File: src/rtl/tdc_test_pattern_gen.sv
// Pseudo-random ETROC2 stimulus: TDC hit words plus an L1A trigger and its look-ahead predictor.
// Define TDC_PIXELID_CAL_EN to replace the LFSR-derived CAL field with {2'b00, pixelID}.

module TestL1Generator #(
    parameter int         WORDWIDTH    = 15,
    parameter logic [8:0] FORWARDSTEPS = 9'd0
) (
    input  logic clk,
    input  logic reset,
    input  logic dis,
    output logic L1A
);

    // Walks the all-ones seed forward so a predictor instance starts FORWARDSTEPS ahead.
    function automatic logic [WORDWIDTH-1:0] f_advance(input logic [8:0] steps);
        logic [WORDWIDTH-1:0] v;
        v = '1;
        for (int i = 0; i < 512; i++) begin
            if (i < int'(steps)) begin
                v = {v[WORDWIDTH-2:0], v[WORDWIDTH-1] ^ v[WORDWIDTH-2]};
            end
        end
        return v;
    endfunction

    localparam logic [WORDWIDTH-1:0] SEED = f_advance(FORWARDSTEPS);

    logic [WORDWIDTH-1:0] r_lfsr;

    // LFSR keeps running while disabled so the predictor stays aligned.
    always_ff @(posedge clk) begin
        if (!reset) begin
            r_lfsr <= SEED;
            L1A    <= 1'b0;
        end else begin
            r_lfsr <= {r_lfsr[WORDWIDTH-2:0], r_lfsr[WORDWIDTH-1] ^ r_lfsr[WORDWIDTH-2]};
            L1A    <= (r_lfsr[4:0] == 5'd0) & ~dis;
        end
    end

endmodule

module TDCTestPatternGen (
    input  logic        clk,
    input  logic        reset,
    input  logic        dis,
    input  logic [7:0]  pixelID,
    input  logic [6:0]  occupancy,
    output logic [29:0] dout
);

    logic [30:0] r_s;
    logic [9:0]  w_cal;
    logic        w_hit;

`ifdef TDC_PIXELID_CAL_EN
    logic [7:0]  r_pixel_id;

    // Pixel address is latched at reset so later changes are ignored.
    always_ff @(posedge clk) begin
        if (!reset) begin
            r_pixel_id <= pixelID;
        end else begin
            r_pixel_id <= r_pixel_id;
        end
    end

    assign w_cal = {2'b00, r_pixel_id};
`else
    assign w_cal = {r_s[30:26], r_s[4:0]};
`endif

    assign w_hit = (r_s[6:0] < occupancy) & ~dis;

    // Upper seed bits are non-zero, so the x^31+x^28+1 LFSR can never lock up.
    always_ff @(posedge clk) begin
        if (!reset) begin
            r_s  <= {23'h2AAAAA, pixelID};
            dout <= 30'd0;
        end else begin
            r_s  <= {r_s[29:0], r_s[30] ^ r_s[27]};
            dout <= w_hit ? {r_s[16:7], r_s[25:17], w_cal, 1'b1} : 30'd0;
        end
    end

endmodule

module tdc_test_pattern_gen #(
    parameter int         WORDWIDTH     = 15,
    parameter logic [8:0] PREDICT_STEPS = 9'd501
) (
    input  logic        clk,
    input  logic        reset,
    input  logic        i_tdc_dis,
    input  logic        i_l1_dis,
    input  logic [7:0]  i_pixel_id,
    input  logic [6:0]  i_occupancy,
    output logic [29:0] o_dout,
    output logic        o_l1a,
    output logic        o_predict_l1a
);

    TDCTestPatternGen u_tdc (
        .clk       (clk),
        .reset     (reset),
        .dis       (i_tdc_dis),
        .pixelID   (i_pixel_id),
        .occupancy (i_occupancy),
        .dout      (o_dout)
    );

    TestL1Generator #(.WORDWIDTH(WORDWIDTH), .FORWARDSTEPS(9'd0)) u_l1 (
        .clk   (clk),
        .reset (reset),
        .dis   (i_l1_dis),
        .L1A   (o_l1a)
    );

    // Same sequence started PREDICT_STEPS ahead: announces each trigger early.
    TestL1Generator #(.WORDWIDTH(WORDWIDTH), .FORWARDSTEPS(PREDICT_STEPS)) u_l1_predict (
        .clk   (clk),
        .reset (reset),
        .dis   (i_l1_dis),
        .L1A   (o_predict_l1a)
    );

endmodule

File: config.mk
export PLATFORM = sky130hd
export DESIGN_NAME = tdc_test_pattern_gen
export DESIGN_NICKNAME = d
export VERILOG_FILES = /design/src/rtl/tdc_test_pattern_gen.sv
export SDC_FILE = /design/constraint.sdc
export NUM_CORES = 1
export LEC_CHECK = 0
export CELL_PAD_IN_SITES_DETAIL_PLACEMENT = 0
export CELL_PAD_IN_SITES_GLOBAL_PLACEMENT = 2
export CORE_UTILIZATION = 35
export DETAILED_ROUTE_END_ITERATION = 8
export PLACE_DENSITY_LB_ADDON = 0.1
export SETUP_SLACK_MARGIN = 0.02
export SLEW_MARGIN = 10
export SYNTH_ARGS = -nofsm -noshare
export SYNTH_HDL_FRONTEND = slang
export SYNTH_SLANG_ARGS = --single-unit
File: constraint.sdc
create_clock -name clk -period 3.8 [get_ports clk]
set_input_delay 0.38 -clock clk [delete_from_list [all_inputs] [get_ports clk]]
set_output_delay 0.38 -clock clk [all_outputs]
set_load 0.01 [all_outputs]
* Yosys cells after proc, flatten, opt, wreduce, memory -nomap -nowiden
Index checks and enable logic that the tools add are counted.
Word-level totals: bits in registers 93, output and inout bits 32
Operators by class: order comparisons 1, multiplexer cells 2, bitwise operators 8, reductions and logical operators 3
Operators with widths (count):
- 5-bit logical NOT | 2
- 8-bit two-way mux | 1
- 7-bit less-than comparator | 1
- 1-bit AND | 3
- 1-bit XOR | 3
- 1-bit NOT | 2
- 2-bit AND reduction | 1
- 1-bit two-way mux | 1

* Depth between registers and ports, before layout
Gate-level depths: netlist (run 1).
depth after elaboration 3, depth in mapped cells 6, mapped depth without buffers 5

* Hierarchy
Synthesis (run 1) repeated with hierarchy kept, for this count alone.
Second synthesis, totals: cell total of the unflattened synthesis 258, area total of the unflattened synthesis 3051.7 µm²
By module, submodules not included:
- TDCTestPatternGen | times used 1, cells each 188, area each 2149.6 µm²
- TestL1Generator (u_l1_predict) | times used 1, cells each 35, area each 455.4 µm²
- TestL1Generator (u_l1) | times used 1, cells each 35, area each 446.7 µm²

* Worst setup path after synthesis (run 1)
OpenSTA, ideal clock, no wires.
path kind input port to flip-flop, start in i_occupancy[4], end reg u_tdc.dout[10], arrival 1.358 ns, required time 3.721 ns, path slack 2.363 ns, stages 6, cells stage by stage inv_1 ha_1 a21oi_1 o211ai_4 buf_6 a211oi_2
On the way: cells in the longest elaborated chain, start to end 3
RTL lines:
- start: declaration | line 97 | input logic [6:0] i_occupancy,
- 7-bit less-than comparator | line 73 | assign w_hit = (r_s[6:0] < occupancy) & ~dis;
- 1-bit AND | line 73
- 2-bit AND reduction (no source line)
- end signal: assignment | line 82 | dout <= w_hit ? {r_s[16:7], r_s[25:17], w_cal, 1'b1} : 30'd0;
- end: declaration | line 49 | output logic [29:0] dout
Every way passes these cells. A chain may end at the register's enable or synchronous reset.

* Final worst setup path (run 1)
start in i_occupancy[6], end reg u_tdc.dout[4]
Same word-level chain as after synthesis.

==> results of run 1 <==
[worst min path at each step]
stage | cells after the start | start | slack, ps | endpoint
5_1_grt | 1 | u_l1.r_lfsr[4] | 420 | u_l1.L1A
4_1_cts | 1 | u_l1.r_lfsr[8] | 410 | u_l1.r_lfsr[9]
6_report | 1 | u_l1.r_lfsr[8] | 410 | u_l1.r_lfsr[9]
3_3_place_gp | 1 | u_l1_predict.r_lfsr[7] | 390 | u_l1_predict.r_lfsr[8]
2_1_floorplan | 1 | u_l1.r_lfsr[9] | 390 | u_l1.r_lfsr[10]
3_5_place_dp | 1 | u_l1.r_lfsr[12] | 390 | u_l1.r_lfsr[13]
[flip-flops by register name, summed over array words and instances (netlist names)]
name,cells
u_tdc.dout,30
u_l1_predict.r_lfsr,15
u_l1.r_lfsr,15
u_l1.L1A,1
u_tdc.r_s,31
u_l1_predict.L1A,1
[cell type report]
| cell class | count | share of cell area |
|---|---|---|
| Sequential cell | 93 | 0.487 |
| Multi-Input combinational cell | 117 | 0.258 |
| Timing Repair Buffer | 54 | 0.138 |
| Clock buffer | 10 | 0.0360 |
| Inverter | 35 | 0.0344 |
| Tap cell | 105 | 0.0344 |
| Clock inverter | 6 | 0.0121 |
[worst max-delay path, delay by kind of cell]
family,cells,cell delay [ps]
AO/OA/AOI/OAI,2,280
buffers and inverters,3,930
AND/OR/NAND/NOR,1,130
adder cells (fa/ha/maj),1,290
[per-layer routing]
layer	GRT usage	vias up
li1	-	925
met1	0.153	846
met2	0.177	33
met3	0.0439	9
met4	0.0597	0
met5	0	-
[power by group through the flow]
stage	Sequential [W]	Combinational (W)	Clock, W
after detailed placement	0.00107	0.000218	0
final	0.00105	0.000213	0.000602
after global placement	0.00107	0.000215	0
after CTS	0.00105	0.000219	0.000634
after floorplan	0.00107	0.000132	0
after global routing	0.00105	0.000234	0.000676
[per-stage QoR]
step,cells,util,power (W)
floorplan,261,-,0.00121
global placement,404,0.436,0.00129
detailed placement,404,0.436,0.00129
CTS,420,0.458,0.00190
global route,420,0.458,0.00196
finish,420,0.458,0.00186
[cells in the final DEF, fill, tap and decap left out, types with 2 or more instances in the layout]
cell	count
nor2_1	2
and2_1	24
clkbuf_8	10
nand2b_1	17
nand2_1	16
inv_1	35
dfxtp_1	93
a21oi_1	4
mux2_2	7
inv_6	2
buf_4	4
clkdlybuf4s50_1	49
ha_1	6
xnor2_1	2
clkinvlp_4	2
a211oi_2	29
[kinds of logic after synthesis]
logic type      after synthesis  synth area share
fa+ha+maj                     6            0.0245
compound gates               35             0.134
xor+xnor                      3           0.00859
buf+inv                      51            0.0756
simple gates                 66             0.123
mux                           7            0.0258
flops                        93             0.608
==> reports/summary.log, run 1 <==
INFO  status         outcome=finished clean
INFO  synth          dominantRegCellSynth=dfxtp_1
INFO  sta            finalSetupViolCount=0
INFO  route          drt-total-wl=4830um
INFO  synth          ys_seq_elements=93
INFO  route          highest-signal-layer=met4
INFO  flow_run       max-cap-violations=0
INFO  global_routing first_global_vias=1641
INFO  place          dp_worst_setup_slack=1590ps
INFO  pwr            leakage=1.55nW
INFO  finish         layout.filler_cells=807
INFO  synth          post-synth-top-area-fraction=0.608
INFO  synth          synthesis.area_per_instance=11.7um^2
INFO  die            start_util=0.367
INFO  pwr            internal_power=0.00138W
INFO  finish         diodes=0
INFO  worst_setup_path end_of_the_worst_register_to_register_path=u_tdc.dout[4]
INFO  worst_setup_path critical_path_peak_fanout=30
INFO  finish         final_nets=335
INFO  clocking       post_cts_buffers=0
INFO  route          wl_met3=214um
INFO  finish         final_design_area_no_fill=3820um^2
INFO  die            die_w=95.5um
INFO  worst_setup_path critical_path_required=4010ps
INFO  worst_setup_path setup.worst_path.start=i_occupancy[6]
INFO  synth          synth_largest_area_cell=dfxtp_1
INFO  worst_setup_path crit_chain=clkdlybuf4s50_1 > inv_1 > ha_1 > nand2_1 > o211ai_4 > buf_4 > a211oi_2
INFO  sta            setup_tns=0ps
INFO  synth          netlist_top_cells_count=93 x dfxtp_1, 35 x inv_1, 29 x a211oi_2, 24 x and2_1, 17 x nand2b_1
INFO  worst_setup_path cp-end-kind=flop
INFO  clocking       cts.reportedPaths.clkPinSlew=80ps
INFO  worst_setup_path worstRegToRegCells=5
INFO  synth          post_synthesis_async_set_or_reset_flop_share=0
INFO  sta            final_hold_viol_count=0
INFO  clocking       cts_root_buffer=clkbuf_8
INFO  sta            min_period=1840ps
INFO  clocking       cts_hold_buf=0
INFO  sta            fin_worst_hold_slack=411ps
INFO  sta            fin_worst_skew=6.86ps
INFO  synth          synthesis.nets=286
INFO  route          route.detailed.wl_per_inst=11.5um
INFO  global_routing grt_first_pass_wirelength=8050um
INFO  die            row_count=33
INFO  route          detail_route.iter0.violations=56
INFO  synth          ys_warn_count=0
INFO  place          gpl.final_weighted_congestion=0.679
INFO  synth          synth-edff-count=0
INFO  synth          yosysUniqueCellTypes=23
INFO  die            top_level_ports=51
INFO  global_routing grt_overflow_total=0
INFO  sta            final_min_period_over_clock_period=0.484
INFO  route          dr.pass1.iters=4
INFO  synth          post_synth_main_area_contributors=dfxtp_1 61%, a211oi_2 12%, and2_1 4.9%, inv_1 4.3%, nand2b_1 3.5%
INFO  worst_setup_path critical-path-max-stage-delay=460ps
INFO  worst_setup_path timing.critical_path.arrival=2050ps
INFO  pwr            seq_power_share=0.562
INFO  die            die_area=9120um^2
INFO  sta            maxSlewViolCount=0
INFO  route          drc=0
INFO  pwr            power_density=487nW/um^2
INFO  worst_setup_path cp-start-kind=input port
INFO  worst_setup_path ff2ff_setup_slack=2160ps
INFO  pwr            sw_frac_of_total=0.256
INFO  sta            grt_setup_unrepaired=false
INFO  pwr            netSwitchingPower=0.000477W
INFO  sta            relSlewSlack=0.621
INFO  route          route.vias.total=1813
INFO  route          met1Wirelength=2290um
INFO  route          antenna_left=0
INFO  synth          seq_area_frac_synth=0.608
INFO  die            fp.coreArea=8340um^2
INFO  min_path       min_path_type=reg -> reg
INFO  global_routing grt_start_max_net_pins=64
INFO  sta            postLayoutSetupSlackWorst=1960ps
INFO  synth          synth.most_common_cell=dfxtp_1
INFO  clocking       clock_tree_from_tritoncts=yes
INFO  place          numPortBuffers=50
INFO  finish         post_route_cells_drive_above_1_share=0.194
INFO  pwr            worst_ir_drop_vdd=0.000264V
INFO  clocking       resized_gates_after_cts=0
INFO  clocking       clk_path_buf_depth=2
INFO  worst_setup_path r2r-start=u_tdc.r_s[4]
INFO  die            fp.dieH=95.5um
INFO  pwr            pwr-share-clk=0.324
INFO  global_routing antenna_found_initial=0
INFO  global_routing grt_use_total=0.120
INFO  place          detailedPlacementHpwl=3030um
INFO  route          route.detailed.vias_per_inst=4.32
INFO  synth          syn_inst=261
INFO  pwr            share_comb_of_total_power=0.115
INFO  finish         multi_input_combinational_cell_area=986um^2
INFO  worst_setup_path endpoint_of_the_most_critical_setup_path=u_tdc.dout[4]
INFO  sta            worst_pin_slew=568ps
INFO  synth          netlist_area=3060um^2
INFO  sta            fmaxAchievable=0.544GHz
INFO  worst_setup_path kind_of_critical_path=in -> reg
INFO  place          placed_area=3640um^2
INFO  worst_setup_path cp_slowest_cell=clkdlybuf4s50_1
INFO  finish         syn2layout_area_growth=24.8%
INFO  route          met2_wirelength=2230um
INFO  finish         register_area=1860um^2
INFO  clocking       cts_buffers=9
INFO  clocking       cts.sinks=93
INFO  clocking       cts.htree.levels=3
INFO  clocking       clock_latency=350ps
(Power assumes the default switching activity.)
==> inputs of run 2 (changes only) <==
--- a/config.mk
+++ b/config.mk
@@ -7,7 +7,7 @@
 export LEC_CHECK = 0
 export CELL_PAD_IN_SITES_DETAIL_PLACEMENT = 0
 export CELL_PAD_IN_SITES_GLOBAL_PLACEMENT = 2
-export CORE_UTILIZATION = 35
+export CORE_UTILIZATION = 31
 export DETAILED_ROUTE_END_ITERATION = 8
 export PLACE_DENSITY_LB_ADDON = 0.1
 export SETUP_SLACK_MARGIN = 0.02
==> constraint.sdc (replaced) <==
create_clock -name clk -period 1.5 [get_ports clk]
set_input_delay 0.15 -clock clk [delete_from_list [all_inputs] [get_ports clk]]
set_output_delay 0.15 -clock clk [all_outputs]
set_load 0.01 [all_outputs]
==> reports/summary.log, run 2 (same netlist as run 1, synthesis figures left out) <==
INFO  pwr            worst_ir_drop_vdd=0.000543V
INFO  route          drc=0
INFO  finish         post_route_cells_drive_above_1_share=0.212
INFO  clocking       clock_latency=350ps
INFO  pwr            leakage=1.62nW
INFO  pwr            share_comb_of_total_power=0.128
INFO  finish         final_cell_mix=93 x dfxtp_1, 49 x clkdlybuf4s50_1, 35 x inv_1
INFO  finish         layout.cells.most_common=dfxtp_1
INFO  global_routing grtUsageMet2=0.177
INFO  global_routing grt.busiest_layer=met2
INFO  sta            fmaxAchievable=0.709GHz
INFO  pwr            internal_power=0.00374W
INFO  global_routing grt_first_pass_wirelength=8600um
INFO  worst_setup_path setup.worst_path.start=u_tdc.r_s[6]
INFO  die            top_level_ports=51
INFO  global_routing met3_usage=0.0504
INFO  die            fp.coreArea=9420um^2
INFO  die            start_util=0.325
INFO  route          route.vias.total=1842
INFO  die            die_w=101um
INFO  sta            min_period=1410ps
INFO  worst_setup_path cp-start-kind=flop
INFO  route          route.detailed.wl_per_inst=11.5um
INFO  pwr            report.power.total=0.00495W
INFO  finish         registers.top_by_ff_count=u_tdc.r_s
INFO  place          numPortBuffers=50
INFO  worst_setup_path r2r-start=u_tdc.r_s[6]
INFO  clocking       clk_path_buf_depth=2
INFO  min_path       holdCritStartpoint=reset
INFO  pwr            power_density=1240nW/um^2
INFO  clocking       cts.sinks=93
INFO  sta            setup_tns=0ps
INFO  route          route.detailed.vias_per_inst=4.09
INFO  finish         diodes=0
INFO  global_routing antenna_found_initial=0
INFO  min_path       min_path_type=in -> reg
INFO  place          detailedPlacementHpwl=3350um
INFO  sta            finalSetupViolCount=0
INFO  worst_setup_path timing.critical_path.arrival=1650ps
INFO  sta            maxSlewViolCount=0
INFO  global_routing grt_use_total=0.112
INFO  route          antenna_left=0
INFO  clocking       cts.reportedPaths.clkPinSlew=90ps
INFO  global_routing global_route.usage.met1=0.135
INFO  route          drt-total-wl=5180um
INFO  sta            grt_setup_unrepaired=false
INFO  clocking       cts.htree.levels=3
INFO  global_routing grt_overflow_total=0
INFO  pwr            netSwitchingPower=0.00121W
INFO  sta            worst_pin_slew=258ps
INFO  clocking       clock_tree_from_tritoncts=yes
INFO  clocking       cts_hold_buf=0
INFO  global_routing first_global_vias=1820
INFO  global_routing grt_start_max_net_pins=64
INFO  finish         syn2layout_area_growth=30.6%
INFO  clocking       cts_buffers=9
INFO  sta            final_min_period_over_clock_period=0.940
INFO  worst_setup_path cp_slowest_cell=dfxtp_1
INFO  sta            final_hold_viol_count=0
INFO  worst_setup_path cp-end-kind=flop
INFO  die            row_count=35
INFO  flow_run       max-cap-violations=0
INFO  die            die_area=10300um^2
INFO  die            fp.dieH=101um
INFO  worst_setup_path worst_path_dominant_cell_family=flip-flops
INFO  sta            relSlewSlack=0.827
INFO  sta            fin_worst_skew=6.96ps
INFO  worst_setup_path kind_of_critical_path=reg -> reg
INFO  worst_setup_path critical-path-max-stage-delay=320ps
INFO  route          dr.pass1.iters=4
INFO  route          detail_route.iter0.violations=49
INFO  place          dp_worst_setup_slack=-329ps
INFO  worst_setup_path critical_path_peak_fanout=16
INFO  finish         largest_register_ffs=31
INFO  pwr            pwr-share-clk=0.337
INFO  pwr            seq_power_share=0.535
INFO  finish         final_nets=341
INFO  worst_setup_path crit_chain=ha_1 > nand2_1 > o211ai_4 > buf_12 > a211oi_2
INFO  finish         largestRegisters=u_tdc.r_s (31), u_tdc.dout (30)
INFO  clocking       cts_root_buffer=clkbuf_8
INFO  place          gpl.final_weighted_congestion=0.651
INFO  worst_setup_path critical_path_required=1740ps
INFO  worst_setup_path sum_of_buffers_and_inverters_on_the_critical_path=1
INFO  status         outcome=finished clean
INFO  pwr            sw_frac_of_total=0.245
INFO  sta            postLayoutSetupSlackWorst=89.5ps
-- run 2: through the flow --
step	utilization	cells	instance area [um^2]	hold slack [ps]
2_1_floorplan	-	261	3060	294
3_3_place_gp	0.401	433	3780	389
3_5_place_dp	0.401	433	3780	391
4_1_cts	0.423	449	3980	215
5_1_grt	0.425	450	4000	220
6_report	0.425	450	4000	229
-- run 2: worst reg2reg max path, stage by stage (launching register included) --
cell and delay [ps]:
dfxtp_1 320, ha_1 300, nand2_1 140, o211ai_4 270, buf_12 210, a211oi_2 60
-- run 2: layout make-up --
| cell class | instances | area [um^2] |
|---|---|---|
| Inverter | 35 | 131 |
| Clock buffer | 11 | 141 |
| Clock inverter | 5 | 58.8 |
| Fill cell | 948 | 5420 |
| Timing Repair Buffer | 60 | 649 |
| Sequential cell | 93 | 1860 |
| Multi-Input combinational cell | 117 | 993 |
| Tap cell | 129 | 161 |
-- run 2: what timing repair did --
item / in CTS / in global routing
pin swaps: 0 / 1
setup buffers: 0 / 1
endpoints found under the setup margin: 2 / 24
gates cloned: 0 / 0
gates resized for setup: 1 / 2
-- run 2: power groups by stage --
stage          clock network, W  logic (W)  registers (W)
6_report                0.00167   0.000636        0.00265
5_1_grt                 0.00185   0.000696        0.00267
4_1_cts                 0.00175   0.000640        0.00265
3_5_place_dp                  0   0.000634        0.00271
3_3_place_gp                  0   0.000629        0.00271
2_1_floorplan                 0   0.000335        0.00272
-- run 2: final timing paths --
check / cells after the start / to / slack (ps)
worst min-delay path: 3 / u_l1.r_lfsr[1] / 230
worst max register to register: 5 / u_tdc.dout[2] / 90
worst max-delay path: 5 / u_tdc.dout[2] / 90
worst min register to register: 1 / u_l1.r_lfsr[11] / 410
-- run 2: metal layers --
metal  up-vias  wire length, um
li1        937                -
met2        34             2420
met3         6              231
met5         -                0
met4         0               70
met1       865             2460
